<file path="src/rtl/forwarding_pipe_unit.sv">
// Bypass unit: tracks DEPTH in-flight results and forwards the youngest match
// to each read port, raising a one-cycle load-use stall on an unresolved load.
module forwarding_pipe_unit #(
  parameter int unsigned DATA_W   = 16,
  parameter int unsigned ADDR_W   = 3,
  parameter int unsigned DEPTH    = 2,
  parameter int unsigned NUM_RD   = 2,
  parameter int unsigned ZERO_REG = 1,
  parameter int unsigned CNT_W    = 16
) (
  input  logic                     clk,
  input  logic                     rst,
  input  logic                     ex_valid,
  input  logic [ADDR_W-1:0]        ex_dest,
  input  logic [DATA_W-1:0]        ex_data,
  input  logic                     ex_is_load,
  input  logic [DATA_W-1:0]        mem_data,
  input  logic [NUM_RD*ADDR_W-1:0] rd_addr,
  input  logic [NUM_RD*DATA_W-1:0] rf_data,
  output logic [NUM_RD*DATA_W-1:0] fwd_data,
  output logic [NUM_RD-1:0]        fwd_hit,
  output logic                     stall,
  output logic [CNT_W-1:0]         stall_cnt
);

  logic              valid_q [DEPTH];
  logic              valid_d [DEPTH];
  logic [ADDR_W-1:0] dest_q  [DEPTH];
  logic [ADDR_W-1:0] dest_d  [DEPTH];
  logic [DATA_W-1:0] data_q  [DEPTH];
  logic [DATA_W-1:0] data_d  [DEPTH];
  logic              ready_q [DEPTH];
  logic              ready_d [DEPTH];

  logic [CNT_W-1:0]  stall_cnt_q;
  logic [CNT_W-1:0]  stall_cnt_d;
  logic [NUM_RD-1:0] stall_req;

  // Per-port youngest-match lookup; an unready winner falls back to rf data and stalls.
  always_comb begin
    logic              found;
    logic              win_ready;
    logic [DATA_W-1:0] win_data;
    logic [ADDR_W-1:0] addr;
    fwd_data  = '0;
    fwd_hit   = '0;
    stall_req = '0;
    found     = 1'b0;
    win_ready = 1'b1;
    win_data  = '0;
    addr      = '0;
    for (int i = 0; i < int'(NUM_RD); i++) begin
      found     = 1'b0;
      win_ready = 1'b1;
      win_data  = '0;
      addr      = rd_addr[i*ADDR_W +: ADDR_W];
      for (int k = 0; k < int'(DEPTH); k++) begin
        if (!found && valid_q[k] && (dest_q[k] == addr) &&
            !((ZERO_REG != 0) && (addr == '0))) begin
          found     = 1'b1;
          win_ready = ready_q[k];
          win_data  = data_q[k];
        end
      end
      if (found && win_ready) begin
        fwd_hit[i]                  = 1'b1;
        fwd_data[i*DATA_W +: DATA_W] = win_data;
      end else begin
        fwd_data[i*DATA_W +: DATA_W] = rf_data[i*DATA_W +: DATA_W];
      end
      stall_req[i] = found && !win_ready;
    end
  end

  assign stall     = |stall_req;
  assign stall_cnt = stall_cnt_q;

  // Next pipeline contents: shift, resolve a pending load on its way to stage 1, insert EX or a bubble.
  always_comb begin
    for (int k = 0; k < int'(DEPTH); k++) begin
      valid_d[k] = 1'b0;
      dest_d[k]  = '0;
      data_d[k]  = '0;
      ready_d[k] = 1'b1;
    end
    if (!stall) begin
      valid_d[0] = ex_valid;
      dest_d[0]  = ex_dest;
      data_d[0]  = ex_is_load ? '0 : ex_data;
      ready_d[0] = !ex_is_load;
    end
    for (int k = 1; k < int'(DEPTH); k++) begin
      valid_d[k] = valid_q[k-1];
      dest_d[k]  = dest_q[k-1];
      data_d[k]  = data_q[k-1];
      ready_d[k] = ready_q[k-1];
    end
    if (valid_q[0] && !ready_q[0]) begin
      data_d[1]  = mem_data;
      ready_d[1] = 1'b1;
    end
  end

  // Saturating stall-cycle counter.
  always_comb begin
    stall_cnt_d = stall_cnt_q;
    if (stall && (stall_cnt_q != '1)) begin
      stall_cnt_d = stall_cnt_q + CNT_W'(1);
    end
  end

  // State registers with synchronous reset; reset drops all in-flight entries.
  always_ff @(posedge clk) begin
    if (rst) begin
      for (int k = 0; k < int'(DEPTH); k++) begin
        valid_q[k] <= 1'b0;
        dest_q[k]  <= '0;
        data_q[k]  <= '0;
        ready_q[k] <= 1'b1;
      end
      stall_cnt_q <= '0;
    end else begin
      for (int k = 0; k < int'(DEPTH); k++) begin
        valid_q[k] <= valid_d[k];
        dest_q[k]  <= dest_d[k];
        data_q[k]  <= data_d[k];
        ready_q[k] <= ready_d[k];
      end
      stall_cnt_q <= stall_cnt_d;
    end
  end

endmodule

</file>
<file path="config.mk">
export PLATFORM = sky130hd
export DESIGN_NAME = forwarding_pipe_unit
export DESIGN_NICKNAME = d
export VERILOG_FILES = /design/src/rtl/forwarding_pipe_unit.sv
export SDC_FILE = /design/constraint.sdc
export NUM_CORES = 1
export LEC_CHECK = 0
export CORE_UTILIZATION = 35
export CTS_BUF_LIST = sky130_fd_sc_hd__clkbuf_4
export DETAILED_ROUTE_END_ITERATION = 12
export PLACE_DENSITY = 0.69
export SLEW_MARGIN = 20
export SYNTH_ARGS = -nofsm -noshare
export SYNTH_HDL_FRONTEND = slang
export SYNTH_SLANG_ARGS = --single-unit
</file>
<file path="constraint.sdc">
create_clock -name clk -period 6.4 [get_ports clk]
set_clock_uncertainty 0.1 [all_clocks]
set_input_delay 1.28 -clock clk [delete_from_list [all_inputs] [get_ports clk]]
set_output_delay 1.28 -clock clk [all_outputs]
set_load 0.05 [all_outputs]
</file>
==> impl_results.html <==
<table>
<tr><th>Metric</th><th>Value</th></tr>
<tr><th colspan="2">Synth</th></tr>
<tr><td>Top FF cell, synth</td><td>sky130_fd_sc_hd__dfxtp_1</td></tr>
<tr><td>Avg Cell Area, Syn</td><td>7.85 um2</td></tr>
<tr><td>Area share of the largest cell type after synthesis</td><td>0.403</td></tr>
<tr><td>Post-synth design cell area</td><td>2880 um2</td></tr>
<tr><td>Post-synthesis sequential area ratio</td><td>0.403</td></tr>
<tr><td>Most frequent cell after synthesis</td><td>sky130_fd_sc_hd__nand2_1</td></tr>
<tr><td>Synthesized Nets</td><td>445</td></tr>
<tr><td>Register bit count reported by yosys</td><td>58</td></tr>
<tr><td>Number of warnings issued by yosys</td><td>0</td></tr>
<tr><td>Gate Count Post-Synth</td><td>367</td></tr>
<tr><td>Leading post-synthesis cells by cell area</td><td>sky130_fd_sc_hd__dfxtp_1 40%, sky130_fd_sc_hd__nand2_1 9.2%, sky130_fd_sc_hd__a22oi_1 8.9%</td></tr>
<tr><td>Async set or reset register ratio after synthesis</td><td>0</td></tr>
<tr><td>Count of cell types in the netlist</td><td>42</td></tr>
<tr><td>Most common library cells after synthesis</td><td>71 x sky130_fd_sc_hd__nand2_1, 58 x sky130_fd_sc_hd__dfxtp_1, 39 x sky130_fd_sc_hd__o21ai_0, 34 x sky130_fd_sc_hd__a22oi_1, 27 x sky130_fd_sc_hd__a21oi_1</td></tr>
<tr><td>Most area-hungry cell type in the Yosys netlist</td><td>sky130_fd_sc_hd__dfxtp_1</td></tr>
<tr><td>Number of synthesized flops with an enable pin</td><td>0</td></tr>
<tr><th colspan="2">Critical path</th></tr>
<tr><td>Critical Path Fanout Max</td><td>33</td></tr>
<tr><td>Launching point of the worst reg2reg path</td><td>dest_q[0][2]$_SDFF_PP0_</td></tr>
<tr><td>Critical Path RT</td><td>5020 ps</td></tr>
<tr><td>Type of element capturing the critical path</td><td>primary output</td></tr>
<tr><td>Terminus of the critical flop-to-flop path</td><td>stall_cnt[15]$_SDFFE_PP0P_</td></tr>
<tr><td>Type of element launching the critical path</td><td>input port</td></tr>
<tr><td>Critical path class</td><td>input port to primary output</td></tr>
<tr><td>Crit path arrival time</td><td>4200 ps</td></tr>
<tr><td>Worst-case register-to-register setup slack</td><td>3580 ps</td></tr>
<tr><td>Logic depth of the worst register-to-register path</td><td>7</td></tr>
<tr><th colspan="2">GRT</th></tr>
<tr><td>Number of global-route vias before repair</td><td>2,818</td></tr>
<tr><td>GRT overflow</td><td>0</td></tr>
<tr><td>All-layer global routing usage</td><td>0.194</td></tr>
<tr><td>Initial antenna violation count</td><td>0</td></tr>
<tr><td>Largest net degree at the start of global routing</td><td>42</td></tr>
<tr><td>Wire length of the first global-routing pass</td><td>13,200 um</td></tr>
<tr><th colspan="2">Layout</th></tr>
<tr><td>Final instance area</td><td>4370 um2</td></tr>
<tr><td>Final Net Count</td><td>563</td></tr>
<tr><td>Share of layout cells above drive strength 1</td><td>0.0673</td></tr>
<tr><td>Synth-to-layout area growth</td><td>51.5%</td></tr>
<tr><td>Ant diodes</td><td>0</td></tr>
<tr><td>Post-layout utilization of the core</td><td>0.556</td></tr>
<tr><td>Fill cells</td><td>766</td></tr>
<tr><th colspan="2">Pwr</th></tr>
<tr><td>Leakage power</td><td>0.00158 uW</td></tr>
<tr><td>Power share of the combinational group</td><td>0.196</td></tr>
<tr><td>IR drop worst, VDD</td><td>91.2 uV</td></tr>
<tr><td>Switching Fraction</td><td>0.279</td></tr>
<tr><td>Total power per unit cell area</td><td>193 nW/um2</td></tr>
<tr><td>Switching power summed over all nets</td><td>235 uW</td></tr>
<tr><td>Internal power</td><td>609 uW</td></tr>
<tr><td>Sequential power share</td><td>0.452</td></tr>
<tr><td>Total power</td><td>844 uW</td></tr>
<tr><td>Fraction of power consumed by the clock network</td><td>0.352</td></tr>
<tr><th colspan="2">CTS</th></tr>
<tr><td>Setup bufs post-CTS</td><td>0</td></tr>
<tr><td>Number of clock buffers inserted by TritonCTS</td><td>9</td></tr>
<tr><td>CTS Root Cell</td><td>sky130_fd_sc_hd__clkbuf_4</td></tr>
<tr><td>CTS H-Tree Depth</td><td>3</td></tr>
<tr><td>Clock sink count</td><td>58</td></tr>
<tr><td>Clock Path Buffers</td><td>2</td></tr>
<tr><td>Number of gates resized after CTS</td><td>0</td></tr>
<tr><td>Clock latency of the later-clocked register in the worst-skew pair</td><td>390 ps</td></tr>
<tr><td>Cts-stage hold buffer count</td><td>0</td></tr>
<tr><td>TritonCTS clock tree</td><td>built</td></tr>
<tr><td>Clock-pin transition on the worst setup and hold timing paths</td><td>110 ps</td></tr>
<tr><th colspan="2">Die</th></tr>
<tr><td>Floorplan die height</td><td>92.7 um</td></tr>
<tr><td>I/O pin total</td><td>128</td></tr>
<tr><td>DIE WIDTH</td><td>92.7 um</td></tr>
<tr><td>Area of the placeable core</td><td>7850 um2</td></tr>
<tr><td>Num rows</td><td>32</td></tr>
<tr><td>Effective utilization at floorplan</td><td>0.367</td></tr>
<tr><td>Die Area</td><td>8600 um2</td></tr>
<tr><th colspan="2">Detailed routing</th></tr>
<tr><td>Antenna-violating nets left</td><td>0</td></tr>
<tr><td>WL per Instance</td><td>14.0 um</td></tr>
<tr><td>Average vias per placed instance</td><td>5.05</td></tr>
<tr><td>First DRT Iteration DRCs</td><td>154</td></tr>
<tr><td>Total number of vias</td><td>2,990</td></tr>
<tr><td>Drt total wl</td><td>8270 um</td></tr>
<tr><td>TritonRoute pass-1 iters</td><td>4</td></tr>
<tr><td>Remaining DRCs</td><td>0</td></tr>
<tr><th colspan="2">Hold path</th></tr>
<tr><td>Worst hold start</td><td>data_q[0][11]$_SDFF_PP0_</td></tr>
<tr><td>Min-delay worst type</td><td>register to register</td></tr>
<tr><td>Min-Delay Path Depth</td><td>2</td></tr>
<tr><td>Endpoint with the worst hold slack</td><td>data_q[0][27]$_SDFF_PP0_</td></tr>
<tr><th colspan="2">Place</th></tr>
<tr><td>Port Buffers</td><td>127</td></tr>
<tr><td>Sum of net half-perimeters after detailed placement</td><td>6270 um</td></tr>
<tr><td>Placement-stage cell area</td><td>4210 um2</td></tr>
<tr><td>Final weighted congestion of routability-driven global placement</td><td>0.847</td></tr>
<tr><th colspan="2">Job</th></tr>
<tr><td>Max Cap Viol</td><td>0</td></tr>
<tr><th colspan="2">STA</th></tr>
<tr><td>Slew Limit Headroom</td><td>0.333</td></tr>
<tr><td>Final hold viol count</td><td>0</td></tr>
<tr><td>Setup-violating endpoint count in the final report</td><td>0</td></tr>
<tr><td>Min Hold Slack</td><td>394 ps</td></tr>
<tr><td>Time the final worst path needs with I/O delays and setup</td><td>5580 ps</td></tr>
<tr><td>Transition time at the pin with the least slew margin</td><td>998 ps</td></tr>
<tr><td>Share of the clock period used by the worst path</td><td>0.872</td></tr>
<tr><td>RSZ-0062 raised after global routing</td><td>false</td></tr>
<tr><td>Number of max-slew violations in the final report</td><td>0</td></tr>
<tr><td>Max Clock Freq</td><td>0.179 GHz</td></tr>
<tr><td>Total negative slack for setup checks</td><td>0 ps</td></tr>
<tr><th colspan="2">Run status</th></tr>
<tr><td>Result of the run</td><td>completed</td></tr>
</table>
[area by class of cell]
cell class              instances  area (um2)  area share
multi-input cells             278        1590       0.363
repair buffers                132        1310       0.300
flip-flops and latches         58        1160       0.266
well taps                     102         128      0.0292
clock inverters                 7        93.8      0.0215
clock buffers                   9        67.6      0.0155
inverters                       6        22.5     0.00516
[worst max path at each step]
stage | endpoint | start | cells past startpoint | slack, ps
2_1_floorplan | fwd_data[12] | rd_addr[0] | 7 | 1390
3_3_place_gp | fwd_data[19] | rd_addr[5] | 8 | 880
3_5_place_dp | fwd_data[19] | rd_addr[5] | 8 | 800
4_1_cts | fwd_data[19] | rd_addr[5] | 8 | 790
5_1_grt | fwd_data[3] | rd_addr[0] | 8 | 520
6_report | fwd_data[19] | rd_addr[5] | 8 | 820
[metrics by stage]
step | std cells | setup slack, ps
6_report | 592 | 819
3_3_place_gp | 576 | 880
5_1_grt | 592 | 518
3_5_place_dp | 576 | 797
2_1_floorplan | 367 | 1390
4_1_cts | 592 | 792
[cells in the final DEF (no fill, tap or decap), types with 4 or more instances in the layout]
master                            instances
sky130_fd_sc_hd__xnor2_1                  4
sky130_fd_sc_hd__dfxtp_1                 58
sky130_fd_sc_hd__or3_1                    8
sky130_fd_sc_hd__or4_1                    4
sky130_fd_sc_hd__inv_1                    6
sky130_fd_sc_hd__buf_4                    5
sky130_fd_sc_hd__clkbuf_4                 9
sky130_fd_sc_hd__o21ai_0                 39
sky130_fd_sc_hd__a21oi_1                 27
sky130_fd_sc_hd__and3_1                   4
sky130_fd_sc_hd__xor2_1                   5
sky130_fd_sc_hd__nor2b_1                  7
sky130_fd_sc_hd__o31ai_1                  4
sky130_fd_sc_hd__nand2_1                 71
sky130_fd_sc_hd__and2_1                  20
sky130_fd_sc_hd__a22oi_1                 32
sky130_fd_sc_hd__clkdlybuf4s50_1        127
sky130_fd_sc_hd__nor2_1                  16
sky130_fd_sc_hd__nand3_1                  6
[registers in the layout, summed over array words and instances (netlist names)]
register   cells
data_q        32
stall_cnt     16
dest_q         6
ready_q        2
valid_q        2
[kinds of logic (layout without fill, tap and decap cells)]
| family | Yosys count | after routing | synth area share |
|---|---|---|---|
| buf+inv | 31 | 154 | 0.0504 |
| flops | 58 | 58 | 0.403 |
| xor+xnor | 9 | 9 | 0.0274 |
| compound gates | 118 | 118 | 0.257 |
| simple gates | 147 | 147 | 0.247 |
| mux | 3 | 3 | 0.0113 |
| fa+ha+maj | 1 | 1 | 0.00434 |
[layer usage]
metal | GRT usage | wire (um) | vias up
li1 | - | - | 1528
met1 | 0.245 | 3790 | 1341
met2 | 0.319 | 3730 | 108
met3 | 0.0435 | 615 | 13
met4 | 0.0756 | 135 | 0
met5 | 0 | 0 | -
[power by group through the flow]
stage	logic, uW	clock network, uW	registers [uW]
after floorplan	86.9	0	387
after global placement	164	0	389
after detailed placement	166	0	390
after CTS	167	302	381
after global routing	178	319	383
final	166	297	382
[worst max-delay path, cell delays in order]
cell	delay (ps)
sky130_fd_sc_hd__clkdlybuf4s50_1	460
sky130_fd_sc_hd__or2_0	220
sky130_fd_sc_hd__o21ai_1	160
sky130_fd_sc_hd__and3_1	590
sky130_fd_sc_hd__a22oi_2	160
sky130_fd_sc_hd__buf_4	240
sky130_fd_sc_hd__o21ai_0	240
sky130_fd_sc_hd__clkdlybuf4s50_1	850
Note: power is estimated with default switching activity, not from simulation.
